`src/rtl/rm_mul_pkg.sv`:
```
// Shared types and helpers for the iterative radix-4 multiplier.
// Used by rm_mul_iter and mul2xn_digit.
package rm_mul_pkg;

  typedef enum logic [1:0] {
    IDLE,
    BUSY,
    DONE
  } state_t;

  localparam int DIGIT_W = 2;

  function automatic int clog2(input int v);
    int r;
    r = 1;
    for (int i = 1; i < 31; i++)
      if ((1 << i) < v) r = i + 1;
    return r;
  endfunction

endpackage

```
`src/rtl/rm_mul_iter_if.sv`:
```
// Operand/product valid-ready bundle for rm_mul_iter.
// master drives operands and takes products; slave is the multiplier.
interface rm_mul_iter_if #(
  parameter int WIDTH = 8
);
  logic               in_valid;
  logic               in_ready;
  logic               in_signed;
  logic [WIDTH-1:0]   in_a;
  logic [WIDTH-1:0]   in_b;
  logic               out_valid;
  logic               out_ready;
  logic [2*WIDTH-1:0] out_p;

  modport master (
    output in_valid, in_signed, in_a, in_b, out_ready,
    input  in_ready, out_valid, out_p
  );

  modport slave (
    input  in_valid, in_signed, in_a, in_b, out_ready,
    output in_ready, out_valid, out_p
  );
endinterface

```
`src/rtl/mul2xn_digit.sv`:
```
// 2-bit digit times WIDTH-bit operand, WIDTH+2 bit partial product.
// sgn_a: a is two's complement; sgn_d: digit is signed (-2..1).
module mul2xn_digit
  import rm_mul_pkg::*;
#(
  parameter int WIDTH = 8
) (
  input  logic [DIGIT_W-1:0] digit,
  input  logic [WIDTH-1:0]   a,
  input  logic               sgn_a,
  input  logic               sgn_d,
  output logic [WIDTH+1:0]   pp
);

  logic [WIDTH+1:0] ax;
  logic [WIDTH+1:0] ax2;

  assign ax  = {{2{sgn_a & a[WIDTH-1]}}, a};
  assign ax2 = {ax[WIDTH:0], 1'b0};

  always_comb begin
    pp = '0;
    unique case (1'b1)
      digit == 2'd0:           pp = '0;
      digit == 2'd1:           pp = ax;
      digit == 2'd2 && !sgn_d: pp = ax2;
      digit == 2'd2 &&  sgn_d: pp = -ax2;
      digit == 2'd3 && !sgn_d: pp = ax + ax2;
      default:                 pp = -ax;
    endcase
  end

endmodule

```
`src/rtl/rm_mul_iter.sv`:
```
// Iterative WIDTH x WIDTH multiplier, one 2-bit digit of b per cycle.
// Define MUL_EARLY_TERM_EN to finish as soon as the remaining digits are 0.
module rm_mul_iter
  import rm_mul_pkg::*;
#(
  parameter int WIDTH = 8
) (
  input logic         clk,
  input logic         rst,
  rm_mul_iter_if.slave bus
);

  localparam int N  = WIDTH / DIGIT_W;
  localparam int CW = clog2(N);

  state_t             state;
  logic [WIDTH-1:0]   a_q;
  logic [WIDTH-1:0]   b_q;
  logic               sgn_q;
  logic [CW-1:0]      cnt;
  logic [WIDTH+1:0]   hi;
  logic [WIDTH-1:0]   lo;
  logic               rdy_q;
  logic               vld_q;
  logic [2*WIDTH-1:0] p_q;

  logic               top;
  logic               last;
  logic [WIDTH+1:0]   pp;
  logic [WIDTH+2:0]   sum;
  logic [WIDTH+1:0]   hi_n;
  logic [WIDTH-1:0]   lo_n;
  logic [2*WIDTH-1:0] prod;

  assign bus.in_ready  = rdy_q;
  assign bus.out_valid = vld_q;
  assign bus.out_p     = p_q;

  assign top = (cnt == CW'(N - 1));

  mul2xn_digit #(.WIDTH(WIDTH)) u_digit (
    .digit (b_q[DIGIT_W-1:0]),
    .a     (a_q),
    .sgn_a (sgn_q),
    .sgn_d (sgn_q & top),
    .pp    (pp)
  );

  // hi holds the upper product bits; two settled bits drop into lo per cycle
  assign sum  = {sgn_q & hi[WIDTH+1], hi}
              + {sgn_q & pp[WIDTH+1], pp};
  assign hi_n = {sgn_q & sum[WIDTH+2], sum[WIDTH+2:2]};
  assign lo_n = {sum[1:0], lo[WIDTH-1:2]};

`ifdef MUL_EARLY_TERM_EN
  logic signed [2*WIDTH+2:0] full;

  assign full = {sgn_q & hi_n[WIDTH+1], hi_n, lo_n};
  assign last = top
             || (b_q[WIDTH-1:DIGIT_W] == '0)
             || (a_q == '0);
  // skipped zero digits only shift, so align in one step
  assign prod = (2*WIDTH)'(full >>> (DIGIT_W * (N - 1 - int'(cnt))));
`else
  assign last = top;
  assign prod = {hi_n[WIDTH-1:0], lo_n};
`endif

  always_ff @(posedge clk) begin
    if (rst) begin
      state <= IDLE;
      a_q   <= '0;
      b_q   <= '0;
      sgn_q <= 1'b0;
      cnt   <= '0;
      hi    <= '0;
      lo    <= '0;
      rdy_q <= 1'b1;
      vld_q <= 1'b0;
      p_q   <= '0;
    end else begin
      case (state)
        IDLE: begin
          if (bus.in_valid) begin
            a_q   <= bus.in_a;
            b_q   <= bus.in_b;
            sgn_q <= bus.in_signed;
            cnt   <= '0;
            hi    <= '0;
            lo    <= '0;
            rdy_q <= 1'b0;
            state <= BUSY;
          end
        end
        BUSY: begin
          hi  <= hi_n;
          lo  <= lo_n;
          b_q <= b_q >> DIGIT_W;
          cnt <= cnt + 1'b1;
          if (last) begin
            p_q   <= prod;
            vld_q <= 1'b1;
            state <= DONE;
          end
        end
        DONE: begin
          if (bus.out_ready) begin
            vld_q <= 1'b0;
            rdy_q <= 1'b1;
            state <= IDLE;
          end
        end
        default: begin
          rdy_q <= 1'b1;
          vld_q <= 1'b0;
          state <= IDLE;
        end
      endcase
    end
  end

endmodule

```
`src/flat_wrapper.sv`:
```
// flat-port wrapper written by rule: the top's interface ports become plain ports
module rm_mul_iter_flat import rm_mul_pkg::*;
#(
  parameter int WIDTH = 8
)
  (clk, rst, bus_in_valid, bus_in_signed, bus_in_a, bus_in_b, bus_out_ready, bus_in_ready, bus_out_valid, bus_out_p);
  rm_mul_iter_if #(.WIDTH(WIDTH)) bus_i ();
  input logic clk;
  input logic rst;
  input wire logic [$bits(bus_i.in_valid)-1:0] bus_in_valid;
  input wire logic [$bits(bus_i.in_signed)-1:0] bus_in_signed;
  input wire logic [$bits(bus_i.in_a)-1:0] bus_in_a;
  input wire logic [$bits(bus_i.in_b)-1:0] bus_in_b;
  input wire logic [$bits(bus_i.out_ready)-1:0] bus_out_ready;
  output wire logic [$bits(bus_i.in_ready)-1:0] bus_in_ready;
  output wire logic [$bits(bus_i.out_valid)-1:0] bus_out_valid;
  output wire logic [$bits(bus_i.out_p)-1:0] bus_out_p;
  assign bus_i.in_valid = bus_in_valid;
  assign bus_i.in_signed = bus_in_signed;
  assign bus_i.in_a = bus_in_a;
  assign bus_i.in_b = bus_in_b;
  assign bus_i.out_ready = bus_out_ready;
  assign bus_in_ready = bus_i.in_ready;
  assign bus_out_valid = bus_i.out_valid;
  assign bus_out_p = bus_i.out_p;
  rm_mul_iter #(.WIDTH(WIDTH)) u_core (.clk(clk), .rst(rst), .bus(bus_i));
endmodule
```
`config.mk`:
```
export PLATFORM = sky130hd
export DESIGN_NAME = rm_mul_iter_flat
export DESIGN_NICKNAME = d
export VERILOG_FILES = /design/src/rtl/rm_mul_pkg.sv /design/src/rtl/rm_mul_iter_if.sv /design/src/rtl/mul2xn_digit.sv /design/src/rtl/rm_mul_iter.sv /design/src/flat_wrapper.sv
export SDC_FILE = /design/constraint.sdc
export NUM_CORES = 1
export LEC_CHECK = 0
export CORE_UTILIZATION = 57
export CTS_CLUSTER_SIZE = 12
export DETAILED_ROUTE_END_ITERATION = 16
export GPL_ROUTABILITY_DRIVEN = 1
export PLACE_DENSITY = 0.81
export SYNTH_ARGS = -nofsm -noshare
export SYNTH_HDL_FRONTEND = slang
export SYNTH_HIERARCHICAL = 1
export SYNTH_SLANG_ARGS = --single-unit
```
`constraint.sdc`:
```
create_clock -name clk -period 4.3 [get_ports clk]
set_input_delay 0.43 -clock clk [delete_from_list [all_inputs] [get_ports clk]]
set_output_delay 0.43 -clock clk [all_outputs]
set_load 0.02 [all_outputs]
```
==> impl_metrics.toml <==
[run_status]
outcome = "completed"

[clock_network]
cts_setup_buffers = 0
cts_tree = "built"
cts_sinks = 55
cts_buffers = 5
path_clk_slew_ns = 0.11
cts_buffer_depth = 2
cts_resized = 0
cts_root_buf = "clkbuf_8"
hold_buffers = 0
htree_levels = 2
clk_latency_ns = 0.32

[synthesis]
yosys_register_bits = 55
syn-num-nets = 486
synth_edf_count = 0
netlist_instances = 438
synth_largest_area_cell = "dfxtp_1"
post-synth-top-count-cell = "nand2_1"
synth-main-ff-cell = "dfxtp_1"
synth-adder-area-share_pct = 10.18
synth_top_family_by_area = "compound AO/OA/AOI/OAI gates"
synthMuxAreaShare_pct = 1.227
yosysWarnings = 6
synth.distinct_cells = 63
async_flop_share_pct = 0
synthSimpleGateAreaFrac_pct = 21.34
synth_seq_area_share_pct = 31.77
synth_common_cells = "nand2_1, dfxtp_1, a21oi_1"
synth_area_um2 = 3466
synth_top_cells_by_area = "dfxtp_1, nand2_1, ha_1"
netlist.area_leader.share_pct = 31.77
avgSynthCellArea_um2 = 7.913
synth-xor-area-share_pct = 5.523
synth_compound_area_share_pct = 25.42

[grt]
grt_max_degree = 56
grt_use_total_pct = 27.37
grt_pass1_wl_mm = 13.63
antenna_found_initial = 0
first_global_vias = 2885
overflow = 0

[sta]
finClkSkew_ns = 0.007179
relSlewSlack_pct = 34.78
worst_slew_pin_slew_ns = 0.9784
grt_setup_unrepaired = "false"
period_share_pct = 80.93
min_period_ns = 3.480
max_freq_mhz = 287.4
hold_viol_final = 0
finalMaxSlewViolations = 0
finalSetupViolations = 0
finalSetupTns_ns = 0
setup_ws_ns = 0.8201

[placement]
place_hpwl_mm = 6.030
gp_congestion = 0.8930
post-place-ws_ns = 0.8176
place_inst = 529
io_buffers = 38

[pwr]
swShare_pct = 31.26
clockPowerShare_pct = 28.9
p_int_mw = 0.7320
pwr-share-comb_pct = 19.3
pwr-share-seq_pct = 51.8
irDropWorstVdd_v = 0.0002485
power.leakage_nw = 1.527
switchingPower_mw = 0.3329
power-per-cell-area_nw_per_um2 = 270.4

[cells_and_area]
fin_nets = 509
stdcell_count = 537
diodes = 0
drive_gt1_share_pct = 6.277
area_growth_pct = 13.61

[worst_hold_path]
hold_class = "reg2reg"
hold-path-endpoint = "u_core/bus.out_p[11]$_SDFFE_PP0P_"
min_path_cells = 2
min_from = "u_core/bus.out_p[11]$_SDFFE_PP0P_"

[routing]
drc_errors = 0
viasPerCell = 5.901
drt-initial-drc-count = 241
ant_nets = 0
wire_per_inst_um = 15.61
highest-signal-layer = "met4"
met3_length_um = 294
wl_mm = 8.385
drt-met1-wl_mm = 3.996
routed-via-count = 3169
drtPass1Iterations = 4
wl_met2_mm = 3.958

[worst_setup_path]
cp_data_arrival_time_ns = 3.70
rr_startpoint = "u_core/a_q[1]$_SDFFE_PP0P_"
r2r-end = "u_core/hi[9]$_SDFFE_PP0P_"
cp-start-kind = "register"
crit_path_end_kind = "register"
cp_max_fo = 8
cp_num_buf_inv = 0
critical-path-top-delay-family = "compound AO/OA/AOI/OAI gates"
reg2reg_depth = 13
slowest_stage = "fa_1"
regToRegSetupSlack_ns = 0.82
criticalPathCategory = "reg2reg"
cp_cell_sequence = "ha_1 -> fa_1 -> a21o_2 -> a221oi_2 -> xnor2_1 -> a221oi_1 -> a21oi_1 -> ha_1 -> a21oi_1 -> o21ai_0 -> a41oi_2 -> xor2_1 -> a32o_2"
slowest_delay_ns = 0.41
critical_path_required_ns = 4.52

[floorplan]
die_w_um = 79.98
pin_count = 39
fp.dieH_um = 79.98
initial_core_util_pct = 58.89
die_area_um2 = 6396
placement_rows = 28
core_um2 = 5886

[job]
cap_violations = 0
## metrics by stage
stage	utilization [%]	hold slack, ns	power [mW]	area, um^2
2_1_floorplan	-	0.4321	0.7045	3466
3_5_place_dp	65.26	0.4470	0.7650	3841
5_1_grt	66.90	0.4836	1.114	3938
4_1_cts	66.90	0.4593	1.073	3938
3_3_place_gp	65.26	0.4420	0.7610	3841
6_report	66.90	0.4592	1.065	3938
## layer usage
layer,global-route usage [%],vias to the layer above
met1,36.38,1474
met5,0,-
met3,3.886,11
li1,-,1607
met4,8.036,0
met2,45.81,77
## logic make-up after synthesis
logic type,after synthesis
compound gates,130
xor+xnor,21
fa+ha+maj,27
buf+inv,36
flops,55
mux,3
simple gates,166
## layout by cell type, fill, tap and decap left out, drive strengths merged, types with 12 or more instances in the layout
cell / count
o21ai: 14
xnor2: 14
clkdlybuf4s50: 37
nand3: 21
nor2: 28
inv: 12
a21oi: 52
nand2: 84
dfxtp: 55
ha: 25
## power by group through the flow
stage	Sequential, mW	Combinational (mW)	Clock [mW]
after floorplan	0.553	0.151	0
after detailed placement	0.563	0.202	0
final	0.551	0.206	0.308
after global routing	0.555	0.226	0.333
after CTS	0.551	0.203	0.318
after global placement	0.561	0.200	0
## layout make-up
type / instances / area (um^2)
clock buffers: 5 / 68.82
clock inverters: 3 / 27.53
fillers: 514 / 1948
inverters: 11 / 41.29
multi-input cells: 347 / 2207
flip-flops and latches: 55 / 1101
well taps: 75 / 93.84
repair buffers: 41 / 397.9
## tightest hold or removal path: stages (launching register included)
cell and delay [ns]:
dfxtp_1 0.32, nand2_1 0.05, a21oi_1 0.05
## state kept, by name (all words and copies together) (netlist names)
register / flops
u_core/bus.out_p: 16
u_core/hi: 10
u_core/a_q: 8
u_core/b_q: 8
u_core/lo: 6
u_core/cnt: 2
u_core/state: 2
u_core/bus.in_ready: 1
u_core/bus.out_valid: 1
u_core/sgn_q: 1
## worst max-delay path by stage
| stage | depth (start not counted) | start | endpoint |
|---|---|---|---|
| 6_report | 13 | u_core/a_q[1]$_SDFFE_PP0P_ | u_core/hi[9]$_SDFFE_PP0P_ |
| 5_1_grt | 13 | u_core/a_q[1]$_SDFFE_PP0P_ | u_core/hi[9]$_SDFFE_PP0P_ |
| 4_1_cts | 13 | u_core/a_q[1]$_SDFFE_PP0P_ | u_core/hi[9]$_SDFFE_PP0P_ |
| 3_5_place_dp | 13 | u_core/a_q[1]$_SDFFE_PP0P_ | u_core/hi[9]$_SDFFE_PP0P_ |
| 3_3_place_gp | 13 | u_core/a_q[3]$_SDFFE_PP0P_ | u_core/hi[9]$_SDFFE_PP0P_ |
| 2_1_floorplan | 14 | u_core/a_q[1]$_SDFFE_PP0P_ | u_core/hi[9]$_SDFFE_PP0P_ |
(Power assumes the default switching activity.)
